**src/rtl/pipe_pkg.sv**
```systemverilog
// Shared bundle widths, D/E control bit positions and occupancy states for the
// elastic pipeline-stage registers.
package pipe_pkg;

    // Decode/execute bundles: ctrl = wreg,m2reg,wmem,aluc[3:0],aluimm,shift,jal
    // and data = a, b, imm, pc4 (4 x 32) plus rn (5).
    localparam int CTRL_W_DE = 10;
    localparam int DATA_W_DE = 133;
    localparam int CTRL_W_EM = 3;
    localparam int DATA_W_EM = 69;
    localparam int CTRL_W_MW = 2;
    localparam int DATA_W_MW = 69;

    localparam int DE_WREG    = 9;
    localparam int DE_M2REG   = 8;
    localparam int DE_WMEM    = 7;
    localparam int DE_ALUC_HI = 6;
    localparam int DE_ALUC_LO = 3;
    localparam int DE_ALUIMM  = 2;
    localparam int DE_SHIFT   = 1;
    localparam int DE_JAL     = 0;

    // Encoded as {skid valid, main valid}; 2'b10 is never reached.
    typedef enum logic [1:0] {
        EMPTY = 2'b00,
        ONE   = 2'b01,
        FULL  = 2'b11
    } state_t;

endpackage

```
**src/rtl/pipe_slot.sv**
```systemverilog
// One entry of the stage register: valid bit plus ctrl/data fields.
// Clear drops only the valid bit so the data fields keep their last value.
module pipe_slot #(
    parameter int CW = 10,
    parameter int DW = 133
) (
    input  logic          clk,
    input  logic          clrn,
    input  logic          load,
    input  logic          clear,
    input  logic [CW-1:0] in_ctrl,
    input  logic [DW-1:0] in_data,
    output logic          v,
    output logic [CW-1:0] ctrl,
    output logic [DW-1:0] data
);

    always_ff @(posedge clk or negedge clrn) begin
        if (!clrn) begin
            v    <= 1'b0;
            ctrl <= '0;
            data <= '0;
        end else if (clear) begin
            v <= 1'b0;
        end else if (load) begin
            v    <= 1'b1;
            ctrl <= in_ctrl;
            data <= in_data;
        end
    end

endmodule

```
**src/rtl/pipe_stage_reg.sv**
```systemverilog
// Elastic stage register with a two-entry skid buffer: main slot drives the
// outputs, skid slot absorbs the entry accepted while downstream stalls.
module pipe_stage_reg
    import pipe_pkg::*;
#(
    parameter int CW  = CTRL_W_DE,
    parameter int DW  = DATA_W_DE,
    parameter int SCW = 16
) (
    input  logic           clk,
    input  logic           clrn,
    input  logic           flush,
    input  logic           in_valid,
    output logic           in_ready,
    input  logic [CW-1:0]  in_ctrl,
    input  logic [DW-1:0]  in_data,
    output logic           out_valid,
    input  logic           out_ready,
    output logic [CW-1:0]  out_ctrl,
    output logic [DW-1:0]  out_data,
    output logic [SCW-1:0] stall_cnt
);

    logic          m_v, s_v;
    logic [CW-1:0] m_ctrl, s_ctrl, m_in_ctrl;
    logic [DW-1:0] m_data, s_data, m_in_data;
    logic          load_m, clear_m, load_s, clear_s, m_from_s;
    logic          acc, drn;
    state_t        state;

    // Occupancy is held in the slot valid bits; state is their concatenation.
    assign state = state_t'({s_v, m_v});

    assign in_ready  = !s_v && !flush;
    assign out_valid = m_v;
    assign out_ctrl  = m_v ? m_ctrl : '0;
    assign out_data  = m_data;
    assign acc       = in_valid && in_ready;
    assign drn       = m_v && out_ready;

    always_comb begin
        load_m   = 1'b0;
        clear_m  = 1'b0;
        load_s   = 1'b0;
        clear_s  = 1'b0;
        m_from_s = 1'b0;
        if (flush) begin
            clear_m = 1'b1;
            clear_s = 1'b1;
        end else begin
            case (state)
                EMPTY: begin
                    if (acc) load_m = 1'b1;
                end
                ONE: begin
                    if (acc && drn)  load_m  = 1'b1;
                    else if (acc)    load_s  = 1'b1;
                    else if (drn)    clear_m = 1'b1;
                end
                FULL: begin
                    if (drn) begin
                        load_m   = 1'b1;
                        m_from_s = 1'b1;
                        clear_s  = 1'b1;
                    end
                end
                default: begin
                end
            endcase
        end
    end

    assign m_in_ctrl = m_from_s ? s_ctrl : in_ctrl;
    assign m_in_data = m_from_s ? s_data : in_data;

    pipe_slot #(.CW(CW), .DW(DW)) u_main (
        .clk     (clk),
        .clrn    (clrn),
        .load    (load_m),
        .clear   (clear_m),
        .in_ctrl (m_in_ctrl),
        .in_data (m_in_data),
        .v       (m_v),
        .ctrl    (m_ctrl),
        .data    (m_data)
    );

    pipe_slot #(.CW(CW), .DW(DW)) u_skid (
        .clk     (clk),
        .clrn    (clrn),
        .load    (load_s),
        .clear   (clear_s),
        .in_ctrl (in_ctrl),
        .in_data (in_data),
        .v       (s_v),
        .ctrl    (s_ctrl),
        .data    (s_data)
    );

    always_ff @(posedge clk or negedge clrn) begin
        if (!clrn) begin
            stall_cnt <= '0;
        end else if (m_v && !out_ready && (stall_cnt != '1)) begin
            stall_cnt <= stall_cnt + 1'b1;
        end
    end

    a_no_skid_only: assert property (@(posedge clk) disable iff (!clrn) !(s_v && !m_v));
    a_no_acc_full:  assert property (@(posedge clk) disable iff (!clrn) !((state == FULL) && acc));
    a_bubble_ctrl:  assert property (@(posedge clk) disable iff (!clrn) !out_valid |-> (out_ctrl == '0));

endmodule

```
**config.mk**
```make
export PLATFORM = sky130hd
export DESIGN_NAME = pipe_stage_reg
export DESIGN_NICKNAME = d
export VERILOG_FILES = /design/src/rtl/pipe_pkg.sv /design/src/rtl/pipe_slot.sv /design/src/rtl/pipe_stage_reg.sv
export SDC_FILE = /design/constraint.sdc
export NUM_CORES = 1
export LEC_CHECK = 0
export CORE_UTILIZATION = 30
export CTS_BUF_LIST = sky130_fd_sc_hd__clkbuf_8
export DETAILED_ROUTE_END_ITERATION = 8
export GPL_TIMING_DRIVEN = 0
export SYNTH_ARGS = -nofsm -noshare
export SYNTH_HDL_FRONTEND = slang
export SYNTH_SLANG_ARGS = --single-unit
```
**constraint.sdc**
```tcl
create_clock -name clk -period 1.6 [get_ports clk]
set_input_delay 0.4 -clock clk [delete_from_list [all_inputs] [get_ports clk]]
set_output_delay 0.4 -clock clk [all_outputs]
set_load 0.05 [all_outputs]
```
---- After elaboration in Yosys (flattened, before gate mapping) ----
Cells that the tools add are included.
Widths: inputs -> output; s select.
word-level totals
  flip-flop bits (word level) ............. 304
  latch bits .............................. 0
  memory bits (writable) .................. 0
  ROM bits ................................ 0
  input port bits ......................... 148
  memories ................................ 0
cells by class
  $add $sub $neg .......................... 1
  multiply operators ...................... 0
  divide/modulo/power cells ............... 0
  $lt $le $gt $ge ......................... 0
  equal/unequal tests ..................... 3
  shifts and indexed selects .............. 0
  multiplexer cells ....................... 22
  bitwise gates (word level) .............. 2
  reduce and logical (&&, ||, !) cells .... 14
operators by type and width
  operator               number
  $mux 133               1
  $mux 10                2
  $mux 1                 18
  $add 16x1->16 const B  1
  $ne 16x16->1 const B   1
  $logic_and 1x1->1      6
  $reduce_and 2->1       2
  $reduce_bool 2->1      2
  $logic_not 1->1        3
  $pmux 1 s3             1
  $eq 2x1->1 const B     1
  $eq 2x2->1 const B     1
  $logic_not 2->1        1
  $not 1->1              2

---- Depth between registers and ports, before layout ----
Gate-level depths: netlist of the first run.
  depth in word-level cells ............... 9
  mapped depth ............................ 7
  depth with buffers taken out ............ 5

---- Hierarchy ----
From an unflattened synthesis of the first run, not the netlist that was laid out.
second synthesis, totals
  cell total of the unflattened synthesis .. 862
  area, all modules ....................... 13,993.4 µm²
by module, submodules not included
  module          instances  cells an instance  area each (µm²)  seq. area each (µm²)
  pipe_slot       2          306                5,656.7          3,603.5
  pipe_stage_reg  1          250                2,680.1          400.4

---- Least setup slack after synthesis of the first run ----
No wires, ideal clock.
  path kind ............................... reg-to-reg
  start point ............................. reg u_main.v
  end point ............................... reg u_skid.data[100]
  library setup time ...................... 127 ps
  arrival ................................. 1,949 ps
  required time ........................... 1,473 ps
  setup slack ............................. -476 ps
  cell stages (with the launch flop) ...... 7
  buffers on the path ..................... 3
  period minus slack after synthesis ...... 2,076 ps
  cells stage by stage .................... dfrtp_1 -> buf_2 -> nand2b_1 -> nor3_4 -> buf_4 -> buf_6 -> mux2_1
on the way
  word-level cells in the longest chain between the ends .. 6
  elaborated cells between the ends (all ways) .. 12
ends and longest elaborated chain
  element                                      line                                        source
  start, declared                              pipe_slot.sv:13                             output logic v,
  start signal, assigned                       pipe_slot.sv:20                             v <= 1'b0;
  start signal, assigned                       pipe_slot.sv:24                             v <= 1'b0;
  start signal, assigned                       pipe_slot.sv:26                             v <= 1'b1;
  $logic_and 1x1->1                            pipe_stage_reg.sv:39                        assign drn = m_v && out_ready;
  $logic_and 1x1->1 or $mux 1 (tied branches)  pipe_stage_reg.sv:56, pipe_stage_reg.sv:61
  $mux 1 (on tied branches)                    pipe_stage_reg.sv:56, pipe_stage_reg.sv:51
  $mux 1 (on tied branches)                    pipe_stage_reg.sv:51, pipe_stage_reg.sv:47
  $mux 1 or $not 1->1 (tied branches)          -
  $reduce_and 2->1 (no source line) (*)        -
  end signal, assigned                         pipe_slot.sv:28                             data <= in_data;
  end, declared                                pipe_slot.sv:15                             output logic [DW-1:0] data
Every way passes the cells marked *; elsewhere a longest branch is shown, timed or not.
A chain may end at the register's enable or synchronous reset.

---- Final worst setup path of the first run ----
  start point ............................. reg u_main.v
  end point ............................... out out_ctrl[7]
on the way
  word-level cells in the longest chain between the ends .. 1
ends and longest elaborated chain
  element        line                  source
  $mux 10        pipe_stage_reg.sv:36  assign out_ctrl = m_v ? m_ctrl : '0;
  end, declared  pipe_stage_reg.sv:19  output logic [CW-1:0] out_ctrl,
No other way between the ends.

==> impl_results.md, run 1 <==
- Status: finished with violations
- Failing checks: negative hold slack, negative setup slack
- DP HPWL: 23.9 mm
- Drt first pass iters: 4
- Synth Flop Type: dfrtp_1
- Remaining DRCs: 0
- First-pass GRT wire length: 59.9 mm
- Fin. Hold Viols: 114
- R2R setup slack: -0.38 ns
- Die Area: 0.0437 sq mm
- Fin crit share: 1.25
- Least-Margin Pin Slew: 0.886 ns
- R2R depth: 9
- Critical path class: reg -> out
- Power Dens Cells: 1250 mW/mm^2
- RSZ-0062 raised after global routing: true
- Worst IR Drop VDD: 0.774 mV
- Syn avg cell area: 12.6 sq um
- TritonCTS Buffers: 53
- CTS tree: yes
- Final Net Count: 1700
- Routed WL: 40.0 mm
- Core area: 0.0421 sq mm
- Routed WL per cell: 18.8 um
- Slew Limit Fails: 0
- Crit path DAT: 1.59 ns
- Synth-to-layout area growth: 65.3%
- Row count: 75
- Clk root buf: clkbuf_8
- Synth Instances: 1023
- Io pins: 309
- Number of synthesized flops with an enable pin: 0
- I/O Buffers: 308
- Sum Neg Setup Slack: -88.96 ns
- Clk buf depth: 3
- CP Launch Type: flip-flop
- Placed cell area: 0.0168 sq mm
- Detail Route Antenna Nets: 0
- Initial antenna violation count: 2
- Worst-path clk slew: 0.06 ns
- Gr ovfl total: 0
- Skew final: 0.0148 ns
- Worst hold slack: -0.136 ns
- Share of cells above drive strength 1: 0.400
- Synthesis-stage register bit count: 304
- Ys async rst share: 1.00
- Syn_nets: 1172
- Max-cap viol count: 0
- Vias: 9971
- Die width: 209 um
- Initial Utilization: 0.305
- Slew headroom: 0.410
- Most common cell after layout, fill and taps aside: dfrtp_1
- Max Clk Rate: 0.502 GHz
- CP Max Fanout: 5
- Worst skew pair latency: 0.61 ns
- Routability cong.: 0.756
- Pre-CTS setup slack: -1.24 ns
- Most frequent cells in the layout: 287 x dfrtp_1, 165 x buf_6, 147 x nor2_1, 146 x clkdlybuf4s50_1, 145 x mux2i_1
- Minimum clock period: 1.99 ns
- # H-tree levels: 2
- Vias per cell: 4.67
- CP required: 1.20 ns
- LEAKAGE: 10.2 nW
- Mapped Area: 0.0128 sq mm
- Worst setup margin: -0.393 ns
- Critical R2R Capture: u_skid.data[81]
- Yosys cell types: 35
- Hold WC Path Type: in -> async
- Design area: 0.0212 sq mm
- Largest net degree at the start of global routing: 116
- CTS Sinks: 304
- Total GRT Usage: 0.178
- YS warnings: 0
- Reg-to-reg critical path startpoint: u_main.v
- DR iter-0 viols: 383
- Worst Setup SP: u_main.v
- Crit path capture type: primary output
- Die H: 209 um
- Final setup violation count: 314
- Post-synthesis sequential area ratio: 0.592
- Vias in the first global route: 10200
[power by group]
group | switching (mW) | internal, mW | total, mW
logic | 4.59 | 4.14 | 8.74
clock network | 3.29 | 3.97 | 7.26
registers | 1.08 | 9.46 | 10.5
[final cells by class]
| cell class | instances | area (sq um) |
|---|---|---|
| Fill cell | 3670 | 20900 |
| Sequential cell | 304 | 7630 |
| Timing Repair Buffer | 476 | 5730 |
| Multi-Input combinational cell | 649 | 5130 |
| Buffer | 64 | 966 |
| Clock buffer | 68 | 936 |
| Tap cell | 539 | 674 |
| Clock inverter | 30 | 159 |
| Inverter | 3 | 11.3 |
| Antenna cell | 1 | 2.50 |
[how the worst max path moves through the flow]
stage / end / slack (ns) / cells after the start
3_5_place_dp: u_main.data[58] / -1.24 / 6
4_1_cts: out_ctrl[1] / -0.47 / 4
3_3_place_gp: stall_cnt[13] / -14.82 / 1
6_report: out_ctrl[7] / -0.39 / 4
5_1_grt: out_ctrl[6] / -0.48 / 4
2_1_floorplan: u_skid.data[100] / -0.18 / 6
[stage by stage]
stage / hold WS, ns / cells / utilization / total power [mW]
3_5_place_dp: 0.474 / 1872 / 0.398 / 17.5
5_1_grt: -0.120 / 2133 / 0.504 / 27.9
6_report: -0.136 / 2134 / 0.504 / 26.5
4_1_cts: -0.149 / 2078 / 0.480 / 26.4
2_1_floorplan: 0.104 / 1023 / - / 14.7
3_3_place_gp: 0.466 / 1870 / 0.396 / 17.4
[per-layer routing]
layer  vias up  wire (um)  GRT usage
met5         -         13          0
met4         2        830     0.0591
met3        59       2680     0.0550
met2       275      19700      0.290
li1       4672          -          -
met1      4963      16800      0.225
[cells by family (layout without fill, tap and decap cells)]
logic type / Yosys count / count (layout) / synth area share
DFF: 304 / 304 / 0.592
muxes: 289 / 289 / 0.239
and+or+nand+nor: 194 / 194 / 0.0657
AOI/OAI and AO/OA: 155 / 155 / 0.0618
buffers and inverters: 70 / 641 / 0.0333
xor gates and xnor gates: 10 / 10 / 0.00682
adders and majority gates: 1 / 1 / 0.000974
other: 0 / 1 / 0
[synthesized netlist by cell type, drive strengths merged (3+ instances only)]
cell,instances,area [sq um]
dfrtp,304,7610
and2,10,62.6
mux2i,145,1450
nand3,5,25.0
a21oi,149,746
clkbuf,9,37.5
nor3,4,31.3
and4,4,35.0
mux2,144,1620
nor2,150,563
nand2,5,18.8
xnor2,4,35.0
xor2,6,52.6
buf,58,379
inv,3,11.3
nand4,6,37.5
[worst max-delay path: stages (launching register included)]
cell	delay, ns
dfrtp_2	0.40
buf_6	0.14
clkbuf_8	0.15
and2_4	0.14
buf_8	0.14
[sequential cells by signal, indices dropped and copies added (netlist names)]
name / count
u_skid.ctrl: 10
u_skid.data: 133
u_main.data: 133
u_main.ctrl: 10
u_skid.v: 1
u_main.v: 1
stall_cnt: 16
[what timing repair did]
action | 4_1_cts | 5_1_grt
cloned | 29 | 12
endpoints found under the hold margin | 114 | 114
gates resized for setup | 1302 | 99
setup endpoints to repair | 453 | 459
buffers inserted | 79 | 49
pin swaps | 3 | 10
(Power assumes the default switching activity.)
==> inputs of run 2 (changes only) <==
Settings changed: SKIP_CTS_REPAIR_TIMING from default to 1.
==> impl_results.md, run 2 (synthesis gave the netlist of run 1 again) <==
- Skew final: 0.0238 ns
- Power Dens Cells: 1230 mW/mm^2
- Worst setup margin: -0.406 ns
- Multi-input gate area: 0.00625 sq mm
- Remaining DRCs: 0
- Crit path DAT: 1.61 ns
- First-pass GRT wire length: 54.7 mm
- Sum Neg Setup Slack: -74.70 ns
- Row count: 75
- R2R depth: 9
- Vias in the first global route: 9519
- Largest net degree at the start of global routing: 116
- Share of cells above drive strength 1: 0.518
- Clock Power Share: 0.267
- Minimum clock period: 2.01 ns
- CP required: 1.20 ns
- Crit path capture type: primary output
- Clk buf depth: 3
- Max-cap viol count: 0
- Top Registers: u_main.data (133), u_skid.data (133), stall_cnt (16)
- Total GRT Usage: 0.161
- Status: finished with violations
- Initial Utilization: 0.305
- DR iter-0 viols: 349
- Slowest stage delay, CP: 0.41 ns
- LEAKAGE: 10.4 nW
- Core area: 0.0421 sq mm
- Routed WL per cell: 19.7 um
- Routed WL: 42.0 mm
- CP Launch Type: flip-flop
- Drt first pass iters: 4
- Least-Margin Pin Slew: 0.890 ns
- Combinational power share: 0.342
- Hold WC Path Type: in -> async
- RSZ-0062 raised after global routing: true
- Worst hold slack: -0.124 ns
- Switch share: 0.343
- Max Clk Rate: 0.498 GHz
- R2R setup slack: -0.34 ns
- Worst skew pair latency: 0.63 ns
- Critical path class: reg -> out
- Met3 wire length: 2.79 mm
- Routability cong.: 0.756
- Final setup violation count: 325
- I/O Buffers: 308
- Die Area: 0.0437 sq mm
- Critical R2R Capture: u_skid.data[69]
- CP Max Fanout: 10
- Fin. Hold Viols: 114
- CTS Sinks: 304
- Die H: 209 um
- Worst IR Drop VDD: 0.754 mV
- Most frequent cells in the layout: 285 x dfrtp_1, 182 x buf_6, 146 x clkdlybuf4s50_1, 116 x mux2i_1, 109 x mux2_4
- CP Cell Sequence: buf_6 > buf_12 > and2_4 > buf_8
- DRT met1 WL: 17.9 mm
- # H-tree levels: 2
- Detail Route Antenna Nets: 0
- Gr ovfl total: 0
- Pre-CTS setup slack: -1.24 ns
- Failing checks: negative hold slack, negative setup slack
- TritonCTS Buffers: 53
- Antenna diodes: 0
- Worst-path clk slew: 0.06 ns
- Synth-to-layout area growth: 73.9%
- Io pins: 309
- Metal2 WL: 20.6 mm
- Reg power frac: 0.391
- CTS tree: yes
- Slew Limit Fails: 0
- Psw: 9.42 mW
- Initial antenna violation count: 1
- Vias: 10100
- Most common cell after layout, fill and taps aside: dfrtp_1
- Clk root buf: clkbuf_8
- Reg-to-reg critical path startpoint: u_main.v
- Top Layer Used: met5
- Final Net Count: 1702
- FF+latch area: 0.00763 sq mm
- DP HPWL: 23.9 mm
- Fillers: 3523
- Slowest stage cell on the critical path: dfrtp_2
- Vias per cell: 4.73
- Slew headroom: 0.407
- P_int: 18.0 mW
- Die width: 209 um
- Fin crit share: 1.25
## run 2: per-layer routing
layer | GRT usage | up-vias
li1 | - | 4658
met3 | 0.0535 | 57
met1 | 0.205 | 5133
met4 | 0.0545 | 2
met5 | 0 | -
met2 | 0.255 | 258
## run 2: final cells by class
cell class / count / area share
tap: 539 / 0.0302
clock buffer: 68 / 0.0419
clock inverter: 30 / 0.00711
multi-input combinational: 649 / 0.280
timing repair buffer: 477 / 0.249
inverter: 3 / 0.000504
sequential: 304 / 0.342
buffer: 65 / 0.0494
## run 2: how the worst max path moves through the flow
stage                    from          endpoint  slack (ns)  depth (start not counted)
floorplan            u_main.v  u_skid.data[100]       -0.18                          6
global placement         clrn     stall_cnt[13]      -14.82                          1
global route         u_main.v       out_ctrl[9]       -0.48                          4
detailed placement  out_ready   u_main.data[58]       -1.24                          6
finish               u_main.v       out_ctrl[9]       -0.41                          4
CTS                  u_main.v       out_ctrl[1]       -1.63                          4
## run 2: through the flow
stage,total power [mW],utilization,instances,cell area [sq um],hold slack [ns]
2_1_floorplan,14.7,-,1023,12900,0.104
3_3_place_gp,17.4,0.396,1870,16700,0.466
3_5_place_dp,17.5,0.398,1872,16800,0.474
4_1_cts,25.0,0.424,1970,17900,-0.149
5_1_grt,28.7,0.530,2135,22300,-0.108
6_report,27.4,0.530,2135,22300,-0.124
## run 2: critical path, delay by kind of cell (launching register included)
kind	cells	cell delay, ns
simple gates	1	0.16
buf+inv	3	0.42
flops	1	0.41
## run 2: power groups by stage
stage                     Clock [mW]  Sequential, mW  Combinational (mW)
after floorplan                    0            12.8                1.96
after global placement             0            10.5                6.89
after detailed placement           0            10.5                7.00
after CTS                       7.59            10.4                7.02
after global routing            7.92            10.9                9.86
final                           7.32            10.7                9.37
